--- src/rtl/addsub_pkg.sv ---
// Shared types and constants for the adder-subtractor requester and its watchdog.
package addsub_pkg;

   localparam int DEFAULT_N = 8;

   localparam logic OP_ADD = 1'b0;
   localparam logic OP_SUB = 1'b1;

   typedef enum logic [1:0] {
      IDLE   = 2'd0,
      LAUNCH = 2'd1,
      WAIT   = 2'd2,
      HOLD   = 2'd3
   } state_t;

   // Debug view: FSM state plus the core's busy flag, which is status only.
   typedef struct packed {
      state_t state;
      logic   core_calc;
   } dbg_t;

endpackage

--- src/rtl/addsub_requester_if.sv ---
// Request, response and core-side signals of the requester, grouped with modports.
interface addsub_requester_if
   import addsub_pkg::*;
#(
   parameter int N     = DEFAULT_N,
   parameter int CNT_W = 16
) ();

   // Handshakes: a transfer happens on a rising clock edge where valid and ready are both 1.
   logic             req_valid;
   logic             req_ready;
   logic [N-1:0]     req_a;
   logic [N-1:0]     req_b;
   logic             req_op;
   logic             rsp_valid;
   logic             rsp_ready;
   logic [N-1:0]     rsp_sum;
   logic             rsp_cout;
   logic             rsp_err;
   logic [N-1:0]     core_a;
   logic [N-1:0]     core_b;
   logic             core_addsub;
   logic             core_start;
   logic [N-1:0]     core_sum;
   logic             core_cout;
   logic             core_done;
   logic             core_calculating;
   logic             busy;
   logic [CNT_W-1:0] ops_count;
   dbg_t             dbg;

   modport slave (
      input  req_valid, req_a, req_b, req_op, rsp_ready,
      input  core_sum, core_cout, core_done, core_calculating,
      output req_ready, rsp_valid, rsp_sum, rsp_cout, rsp_err,
      output core_a, core_b, core_addsub, core_start, busy, ops_count, dbg
   );

   modport master (
      output req_valid, req_a, req_b, req_op, rsp_ready,
      output core_sum, core_cout, core_done, core_calculating,
      input  req_ready, rsp_valid, rsp_sum, rsp_cout, rsp_err,
      input  core_a, core_b, core_addsub, core_start, busy, ops_count, dbg
   );

endinterface

--- src/rtl/addsub_watchdog.sv ---
// Cycle counter that flags expiry on the cycle its count reaches TIMEOUT-1 while enabled.
module addsub_watchdog #(
   parameter int TIMEOUT = 32
) (
   input  logic clk,
   input  logic rst,
   input  logic i_clear,
   input  logic i_enable,
   output logic o_expired
);

   localparam int W = (TIMEOUT > 1) ? $clog2(TIMEOUT) : 1;

   logic [W-1:0] r_count;

   always_ff @(posedge clk or negedge rst) begin
      if (!rst) begin
         r_count <= '0;
      end else if (i_clear) begin
         r_count <= '0;
      end else if (i_enable) begin
         r_count <= r_count + 1'b1;
      end
   end

   assign o_expired = i_enable && (r_count == W'(TIMEOUT - 1));

endmodule

--- src/rtl/addsub_requester.sv ---
// Launches queued add/sub requests on the multi-cycle core and returns the results,
// with a watchdog that turns a missing done into an error response.
module addsub_requester
   import addsub_pkg::*;
#(
   parameter int N       = DEFAULT_N,
   parameter int TIMEOUT = 32,
   parameter int CNT_W   = 16
) (
   input logic               clk,
   input logic               rst,
   addsub_requester_if.slave bus
);

   state_t           r_state;
   logic [N-1:0]     r_core_a;
   logic [N-1:0]     r_core_b;
   logic             r_core_addsub;
   logic             r_core_start;
   logic             r_rsp_valid;
   logic [N-1:0]     r_rsp_sum;
   logic             r_rsp_cout;
   logic             r_rsp_err;
   logic             r_busy;
   logic [CNT_W-1:0] r_ops_count;

   logic w_req_hs;
   logic w_wd_expired;

   // A new request is taken when idle, or while the pending response is being consumed.
   assign bus.req_ready = (r_state == IDLE) || ((r_state == HOLD) && bus.rsp_ready);
   assign w_req_hs      = bus.req_valid && bus.req_ready;

   addsub_watchdog #(.TIMEOUT(TIMEOUT)) u_watchdog (
      .clk       (clk),
      .rst       (rst),
      .i_clear   (r_state == LAUNCH),
      .i_enable  (r_state == WAIT),
      .o_expired (w_wd_expired)
   );

   always_ff @(posedge clk or negedge rst) begin
      if (!rst) begin
         r_state       <= IDLE;
         r_core_a      <= '0;
         r_core_b      <= '0;
         r_core_addsub <= OP_ADD;
         r_core_start  <= 1'b0;
         r_rsp_valid   <= 1'b0;
         r_rsp_sum     <= '0;
         r_rsp_cout    <= 1'b0;
         r_rsp_err     <= 1'b0;
         r_busy        <= 1'b0;
         r_ops_count   <= '0;
      end else begin
         r_core_start <= 1'b0;
         case (r_state)
            IDLE: begin
               if (w_req_hs) begin
                  r_core_a      <= bus.req_a;
                  r_core_b      <= bus.req_b;
                  r_core_addsub <= bus.req_op;
                  r_core_start  <= 1'b1;
                  r_busy        <= 1'b1;
                  r_state       <= LAUNCH;
               end
            end
            LAUNCH: r_state <= WAIT;
            WAIT: begin
               // A done on the expiry cycle still counts as a good result.
               if (bus.core_done) begin
                  r_rsp_sum   <= bus.core_sum;
                  r_rsp_cout  <= bus.core_cout;
                  r_rsp_err   <= 1'b0;
                  r_rsp_valid <= 1'b1;
                  r_busy      <= 1'b0;
                  r_ops_count <= r_ops_count + 1'b1;
                  r_state     <= HOLD;
               end else if (w_wd_expired) begin
                  r_rsp_sum   <= '0;
                  r_rsp_cout  <= 1'b0;
                  r_rsp_err   <= 1'b1;
                  r_rsp_valid <= 1'b1;
                  r_busy      <= 1'b0;
                  r_ops_count <= r_ops_count + 1'b1;
                  r_state     <= HOLD;
               end
            end
            HOLD: begin
               if (bus.rsp_ready) begin
                  r_rsp_valid <= 1'b0;
                  if (w_req_hs) begin
                     r_core_a      <= bus.req_a;
                     r_core_b      <= bus.req_b;
                     r_core_addsub <= bus.req_op;
                     r_core_start  <= 1'b1;
                     r_busy        <= 1'b1;
                     r_state       <= LAUNCH;
                  end else begin
                     r_state <= IDLE;
                  end
               end
            end
            default: r_state <= IDLE;
         endcase
      end
   end

   assign bus.core_a      = r_core_a;
   assign bus.core_b      = r_core_b;
   assign bus.core_addsub = r_core_addsub;
   assign bus.core_start  = r_core_start;
   assign bus.rsp_valid   = r_rsp_valid;
   assign bus.rsp_sum     = r_rsp_sum;
   assign bus.rsp_cout    = r_rsp_cout;
   assign bus.rsp_err     = r_rsp_err;
   assign bus.busy        = r_busy;
   assign bus.ops_count   = r_ops_count;
   assign bus.dbg         = '{state: r_state, core_calc: bus.core_calculating};

endmodule

--- src/flat_wrapper.sv ---
// flat-port wrapper written by rule: the top's interface ports become plain ports
module addsub_requester_flat import addsub_pkg::*;
#(
   parameter int N       = DEFAULT_N,
   parameter int TIMEOUT = 32,
   parameter int CNT_W   = 16
)
  (clk, rst, bus_req_valid, bus_req_a, bus_req_b, bus_req_op, bus_rsp_ready, bus_core_sum, bus_core_cout, bus_core_done, bus_core_calculating, bus_req_ready, bus_rsp_valid, bus_rsp_sum, bus_rsp_cout, bus_rsp_err, bus_core_a, bus_core_b, bus_core_addsub, bus_core_start, bus_busy, bus_ops_count, bus_dbg);
  addsub_requester_if #(.N(N), .CNT_W(CNT_W)) bus_i ();
  input logic clk;
  input logic rst;
  input wire logic [$bits(bus_i.req_valid)-1:0] bus_req_valid;
  input wire logic [$bits(bus_i.req_a)-1:0] bus_req_a;
  input wire logic [$bits(bus_i.req_b)-1:0] bus_req_b;
  input wire logic [$bits(bus_i.req_op)-1:0] bus_req_op;
  input wire logic [$bits(bus_i.rsp_ready)-1:0] bus_rsp_ready;
  input wire logic [$bits(bus_i.core_sum)-1:0] bus_core_sum;
  input wire logic [$bits(bus_i.core_cout)-1:0] bus_core_cout;
  input wire logic [$bits(bus_i.core_done)-1:0] bus_core_done;
  input wire logic [$bits(bus_i.core_calculating)-1:0] bus_core_calculating;
  output wire logic [$bits(bus_i.req_ready)-1:0] bus_req_ready;
  output wire logic [$bits(bus_i.rsp_valid)-1:0] bus_rsp_valid;
  output wire logic [$bits(bus_i.rsp_sum)-1:0] bus_rsp_sum;
  output wire logic [$bits(bus_i.rsp_cout)-1:0] bus_rsp_cout;
  output wire logic [$bits(bus_i.rsp_err)-1:0] bus_rsp_err;
  output wire logic [$bits(bus_i.core_a)-1:0] bus_core_a;
  output wire logic [$bits(bus_i.core_b)-1:0] bus_core_b;
  output wire logic [$bits(bus_i.core_addsub)-1:0] bus_core_addsub;
  output wire logic [$bits(bus_i.core_start)-1:0] bus_core_start;
  output wire logic [$bits(bus_i.busy)-1:0] bus_busy;
  output wire logic [$bits(bus_i.ops_count)-1:0] bus_ops_count;
  output wire logic [$bits(bus_i.dbg)-1:0] bus_dbg;
  assign bus_i.req_valid = bus_req_valid;
  assign bus_i.req_a = bus_req_a;
  assign bus_i.req_b = bus_req_b;
  assign bus_i.req_op = bus_req_op;
  assign bus_i.rsp_ready = bus_rsp_ready;
  assign bus_i.core_sum = bus_core_sum;
  assign bus_i.core_cout = bus_core_cout;
  assign bus_i.core_done = bus_core_done;
  assign bus_i.core_calculating = bus_core_calculating;
  assign bus_req_ready = bus_i.req_ready;
  assign bus_rsp_valid = bus_i.rsp_valid;
  assign bus_rsp_sum = bus_i.rsp_sum;
  assign bus_rsp_cout = bus_i.rsp_cout;
  assign bus_rsp_err = bus_i.rsp_err;
  assign bus_core_a = bus_i.core_a;
  assign bus_core_b = bus_i.core_b;
  assign bus_core_addsub = bus_i.core_addsub;
  assign bus_core_start = bus_i.core_start;
  assign bus_busy = bus_i.busy;
  assign bus_ops_count = bus_i.ops_count;
  assign bus_dbg = bus_i.dbg;
  addsub_requester #(.N(N), .TIMEOUT(TIMEOUT), .CNT_W(CNT_W)) u_core (.clk(clk), .rst(rst), .bus(bus_i));
endmodule
--- config.mk ---
export PLATFORM = sky130hd
export DESIGN_NAME = addsub_requester_flat
export DESIGN_NICKNAME = d
export VERILOG_FILES = /design/src/rtl/addsub_pkg.sv /design/src/rtl/addsub_requester_if.sv /design/src/rtl/addsub_watchdog.sv /design/src/rtl/addsub_requester.sv /design/src/flat_wrapper.sv
export SDC_FILE = /design/constraint.sdc
export NUM_CORES = 1
export LEC_CHECK = 0
export CORE_ASPECT_RATIO = 1.4
export CORE_MARGIN = 4
export CORE_UTILIZATION = 40
export DETAILED_ROUTE_END_ITERATION = 8
export GPL_TIMING_DRIVEN = 0
export MAX_ROUTING_LAYER = met4
export PLACE_DENSITY = 0.68
export SYNTH_ARGS = -nofsm -noshare
export SYNTH_HDL_FRONTEND = slang
export SYNTH_SLANG_ARGS = --single-unit
--- constraint.sdc ---
create_clock -name clk -period 2.8 [get_ports clk]
set_clock_uncertainty 0.05 [all_clocks]
set_input_delay 0.56 -clock clk [delete_from_list [all_inputs] [get_ports clk]]
set_output_delay 0.56 -clock clk [all_outputs]
set_load 0.05 [all_outputs]
Word level (Yosys, flattened, before mapping):

Index checks and enable logic that the tools add are counted.

* add/subtract/negate cells: 2
* equality and inequality tests: 7
* divide/modulo/power cells: 0
* reductions and logical operators: 15
* shift-type cells: 0
* bitwise logic cells: 0
* $mul: 0
* muxes and demuxes: 35
* magnitude comparators: 0

Operator list (number)
* 2-to-1 mux 8 bit: 6
* 2-to-1 mux 16 bit: 2
* one-hot mux 8 bit (2 select lines): 2
* adder 16 x 1 -> 16 bit (second input constant): 1
* 2-to-1 mux 1 bit: 14
* 2-to-1 mux 5 bit: 2
* AND reduction 3 bit: 3
* 2-to-1 mux 2 bit: 4
* one-hot mux 2 bit (4 select lines): 1
* nonzero test 2 bit: 4
* one-hot mux 1 bit (2 select lines): 3
* adder 5 x 1 -> 5 bit (second input constant): 1
* equality test 5 bit (second input constant): 1
* equality test 2 bit (second input constant): 2
* AND reduction 2 bit: 2
* logical AND 1 bit: 3
* inequality test 3 x 2 -> 1 bit (second input constant): 1
* one-hot mux 1 bit (3 select lines): 1
* nonzero test 3 bit: 1
* equality test 2 x 1 -> 1 bit (second input constant): 1
* logical NOT 2 bit: 1
* inequality test 2 x 1 -> 1 bit (second input constant): 1
* inequality test 2 bit (second input constant): 1
* logical OR 1 bit: 1

* flip-flop bits (word level): 53
* logic and storage cells: 71
* output and inout bits: 50
* bits of input ports: 32
* memories kept: 0
* latch bits: 0
* ROM bits: 0
* RAM bits: 0

Longest topological paths before layout:

* depth after elaboration: 7
* depth in mapped cells: 7
* gate-level depth less buffers: 7

Cells and area by module:

A second synthesis with hierarchy kept.

* cell total of the unflattened synthesis: 182
* area, all modules: 2311.0 µm²

Modules (own cells, without submodules)
* addsub_requester: area an instance 2025.7 µm², cells each 159, instances 1, seq. area each 1201.2 µm²
* addsub_watchdog: area an instance 285.3 µm², cells each 23, instances 1, seq. area each 125.1 µm²

Worst setup path before layout:

No wires, ideal clock.

* kind: flip-flop to output port
* from: register u_core.r_state[0]
* to: output port bus_req_ready
* arrival: 1.491 ns
* stages on the path, launching flop included: 5
* path slack: 0.699 ns
* data required time: 2.190 ns
* buffers on the path: 0
* cells stage by stage: dfrtp_1 inv_1 ha_1 inv_1 nand2_1

* longest elaborated chain between the ends: 3
* elaborated cells on any way between the ends: 4
* classes of those cells: 1 x eq/ne; 3 x reduce/logical

Ends and longest elaborated chain
* from (decl): RTL line addsub_requester.sv:15 `state_t r_state;`
* from (signal assigned): RTL line addsub_requester.sv:44 `r_state <= IDLE;`
* from (signal assigned): RTL line addsub_requester.sv:65 `r_state <= LAUNCH;`
* from (signal assigned): RTL line addsub_requester.sv:68 `LAUNCH: r_state <= WAIT;`
* equality test 2 bit: RTL line addsub_requester.sv:31 `assign bus.req_ready = (r_state == IDLE) || ((r_state == HOLD) && bus.rsp_ready);`
* logical AND 1 bit: RTL line addsub_requester.sv:31
* logical OR 1 bit (*): RTL line addsub_requester.sv:31
* to (decl): RTL line flat_wrapper.sv:21 `output wire logic [$bits(bus_i.req_ready)-1:0] bus_req_ready;`

Mark *: on every way between the ends. The rest lies on a longest branch, timed or not.

Final worst setup path:

* from: input port bus_rsp_ready
* to: output port bus_req_ready

* longest elaborated chain between the ends: 2

Ends and longest elaborated chain
* from (decl): RTL line flat_wrapper.sv:16 `input wire logic [$bits(bus_i.rsp_ready)-1:0] bus_rsp_ready;`
* logical AND 1 bit: RTL line addsub_requester.sv:31
* logical OR 1 bit: RTL line addsub_requester.sv:31

No other way between the ends.

==> impl_metrics.csv <==
group,metric,value,unit
timing,layout_setup_ws,0.4493,ns
synth,synth_area,2366,µm²
synth,async_flop_share,100.0,%
floorplanning,fp.dieArea,7227,µm²
synth,synth_common_cells,"dfrtp_1, mux2_2, nand3_1",
synth,synth_cells,187,
pwr,p_leak,0.001511,µW
status,run_status,"completed",
setup_path,worstSetupEndpointType,"output pin",
worst_hold_path,hp-class,"in -> async",
synth,ys.flop_type,"dfrtp_1",
routing,num_vias,1715,
cts,cts_buffer_depth,2,
synth,synth_most_common_cell,"dfrtp_1",
cts,cts_buffers,5,
setup_path,worstPathArrival,1.74,ns
setup_path,start_kind,"input pin",
setup_path,reg2reg_depth,6,
floorplanning,start_util,41.91,%
pwr,ir_drop,0.6749,mV
cts,clkSlewWorstSetupHoldPaths,0.09,ns
synth,synth.area.top_cells,"dfrtp_1, mux2_2, ha_1, a22o_1, xnor2_1",
setup_path,crit_path_frequent_cell,"nand2_1",
cells_and_area,fin_nets,316,
timing,slew_violations,0,
floorplanning,dieWidth,73,µm
pwr,powerDensity,1215,nW/µm²
cts,clock_sinks,53,
grt,grt_pass1_wl,8.473,mm
cts,h-tree-depth,2,
synth,post-synth-top-area-fraction,56.05,%
synth,synth_fp_nets,228,
synth,synth_cell_type_count,36,
placement,portBuffers,80,
setup_path,regToRegStartpoint,"u_core.u_watchdog.r_count[0]",
placement,pre_cts_ws,0.06065,ns
cts,tritoncts,"yes",
timing,setup_viol,0,
setup_path,cpLargestDelayFamily,"buffers and inverters",
grt,track_usage,15.21,%
timing,worstMarginPinSlew,0.6035,ns
grt,grt_pass1_vias,1796,
timing,slew_headroom,59.77,%
cts,hold_buffers,0,
timing,fmax,425.4,MHz
timing,rsz0062_at_grt,"no",
timing,hold_violations,0,
cells_and_area,layoutNonFillerInstCount,344,
floorplanning,fp.dieH,99,µm
grt,grt_max_degree,29,
timing,period_needed,2.351,ns
routing,drcViolationCount,0,
placement,place.gp.congestion,0.7696,
floorplanning,ios,82,
timing,fin_crit_sh,83.95,%
setup_path,rrSetupSlack,0.59,ns
synth,synth_warnings,0,
grt,grt_overflow,0,
synth,postSynthAreaPerCell,12.65,µm²
routing,routed_wl,5.009,mm
cts,root_buffer,"clkbuf_8",
grt,antenna_found_initial,0,
cells_and_area,diodes,0,
routing,routedWlPerCell,14.56,µm
setup_path,cp_num_buf_inv,2,
setup_path,crit_required,2.19,ns
setup_path,crit_slowest_cell,"clkdlybuf4s50_1",
cells_and_area,syn_to_final_growth,42.25,%
pwr,p_total,4091,µW
setup_path,slowest_delay,0.55,ns
routing,drt_iter0_drc,48,
synth,yosysTopAreaCell,"dfrtp_1",
routing,drt_first_pass_iters,4,
cts,insertion_delay,0.30,ns
synth,synth-edff-count,0,
synth,ys_ff_latch,53,
job,maxCapViolCount,0,
routing,vias_per_cell,4.985,
synth,ys_seq_area_share,56.05,%
setup_path,path_max_fanout,4,
placement,dpl.cell_count,336,
floorplanning,core_area,5645,µm²
placement,dp_hpwl,3.951,mm
cells_and_area,drive_above_1_share,15.22,%
setup_path,worstSetupPathType,"in -> out",
floorplanning,rows,32,
routing,final_antenna_net_count,0,
setup_path,crit_path_cell_trace,"clkdlybuf4s50_1 -> nand2_1 -> nand2_1 -> dlymetal6s2s_1",
setup_path,r2r_end,"u_core.r_state[1]",
[per-stage QoR]
step / cell area (µm²) / util, % / hold slack, ns / TNS (ns)
finish: 3366 / 59.62 / 0.2038 / 0
global route: 3366 / 59.62 / 0.2454 / 0
CTS: 3363 / 59.57 / 0.2197 / 0
detailed placement: 3267 / 57.87 / 0.4251 / 0
global placement: 3252 / 57.60 / 0.4116 / -27.58
floorplan: 2366 / - / 0.2144 / 0
[final cells by class]
class / instances / area [µm²]
Buffer: 6 / 38.79
Clock buffer: 6 / 82.58
Clock inverter: 2 / 13.76
Fill cell: 482 / 2280
Inverter: 10 / 37.54
Multi-Input combinational cell: 118 / 963.4
Sequential cell: 53 / 1326
Tap cell: 68 / 85.08
Timing Repair Buffer: 81 / 818.3
[worst reg2reg max path: stages, from the launching register on]
cell and delay, ns:
dfrtp_1 0.41, ha_1 0.24, and3_1 0.19, ha_1 0.30, or3b_1 0.45, o221ai_2 0.11
mux2_2 0.36
[worst max path at each step]
stage | start | end | slack [ns] | cells past startpoint
6_report | bus_rsp_ready | bus_req_ready | 0.45 | 4
3_3_place_gp | rst | u_core.bus.ops_count[8] | -0.52 | 1
4_1_cts | bus_rsp_ready | bus_req_ready | 0.06 | 4
2_1_floorplan | u_core.r_state[0] | bus_req_ready | 0.70 | 4
5_1_grt | u_core.r_state[0] | bus_req_ready | 0.35 | 4
3_5_place_dp | bus_rsp_ready | bus_req_ready | 0.06 | 4
[flip-flops by register name (all words and copies together), names as in the netlist]
register	count
u_core.bus.busy	1
u_core.bus.core_a	8
u_core.bus.core_addsub	1
u_core.bus.core_b	8
u_core.bus.core_start	1
u_core.bus.ops_count	16
u_core.bus.rsp_cout	1
u_core.bus.rsp_err	1
u_core.bus.rsp_sum	8
u_core.bus.rsp_valid	1
u_core.r_state	2
u_core.u_watchdog.r_count	5
[where the power goes]
group	switching (µW)	internal, µW
Clock	245	201
Sequential	211	1060
Combinational	1470	901
[placed cells by master (no fill, tap or decap), drive strengths merged, types with 3 or more instances in the layout]
cell           count
buf                6
dfrtp             53
o22ai              3
xnor2             10
nand2              9
clkdlybuf4s50     78
a21oi              4
nor2               8
inv               10
o21ai              4
and3               5
mux2              20
xor2               5
ha                 9
a22o              10
clkbuf             8
nand3             12
[cell families (layout without fill, tap and decap cells)]
logic type	after synthesis	count (layout)	share of synthesized area, %
AND/OR/NAND/NOR	44	44	11.37
AO/OA/AOI/OAI	30	30	9.518
flip-flops	53	53	56.05
buffers and inverters	16	105	3.226
multiplexers	20	20	9.519
adder cells (fa/ha/maj)	9	9	4.759
XOR/XNOR	15	15	5.552
[routing by layer]
| metal | GRT usage [%] | vias to the layer above | routed length, µm |
|---|---|---|---|
| met4 | 3.835 | 0 | 56 |
| met3 | 4.490 | 6 | 298 |
| met2 | 26.40 | 47 | 2693 |
| met5 | - | - | 0 |
| met1 | 16.69 | 826 | 1960 |
| li1 | - | 836 | - |
[timing repair]
item                                    4_1_cts  5_1_grt
buffers inserted                              0        0
endpoints found under the setup margin        0        1
gates resized for setup                       0        1
No activity file was read; power rests on OpenSTA's default activity.
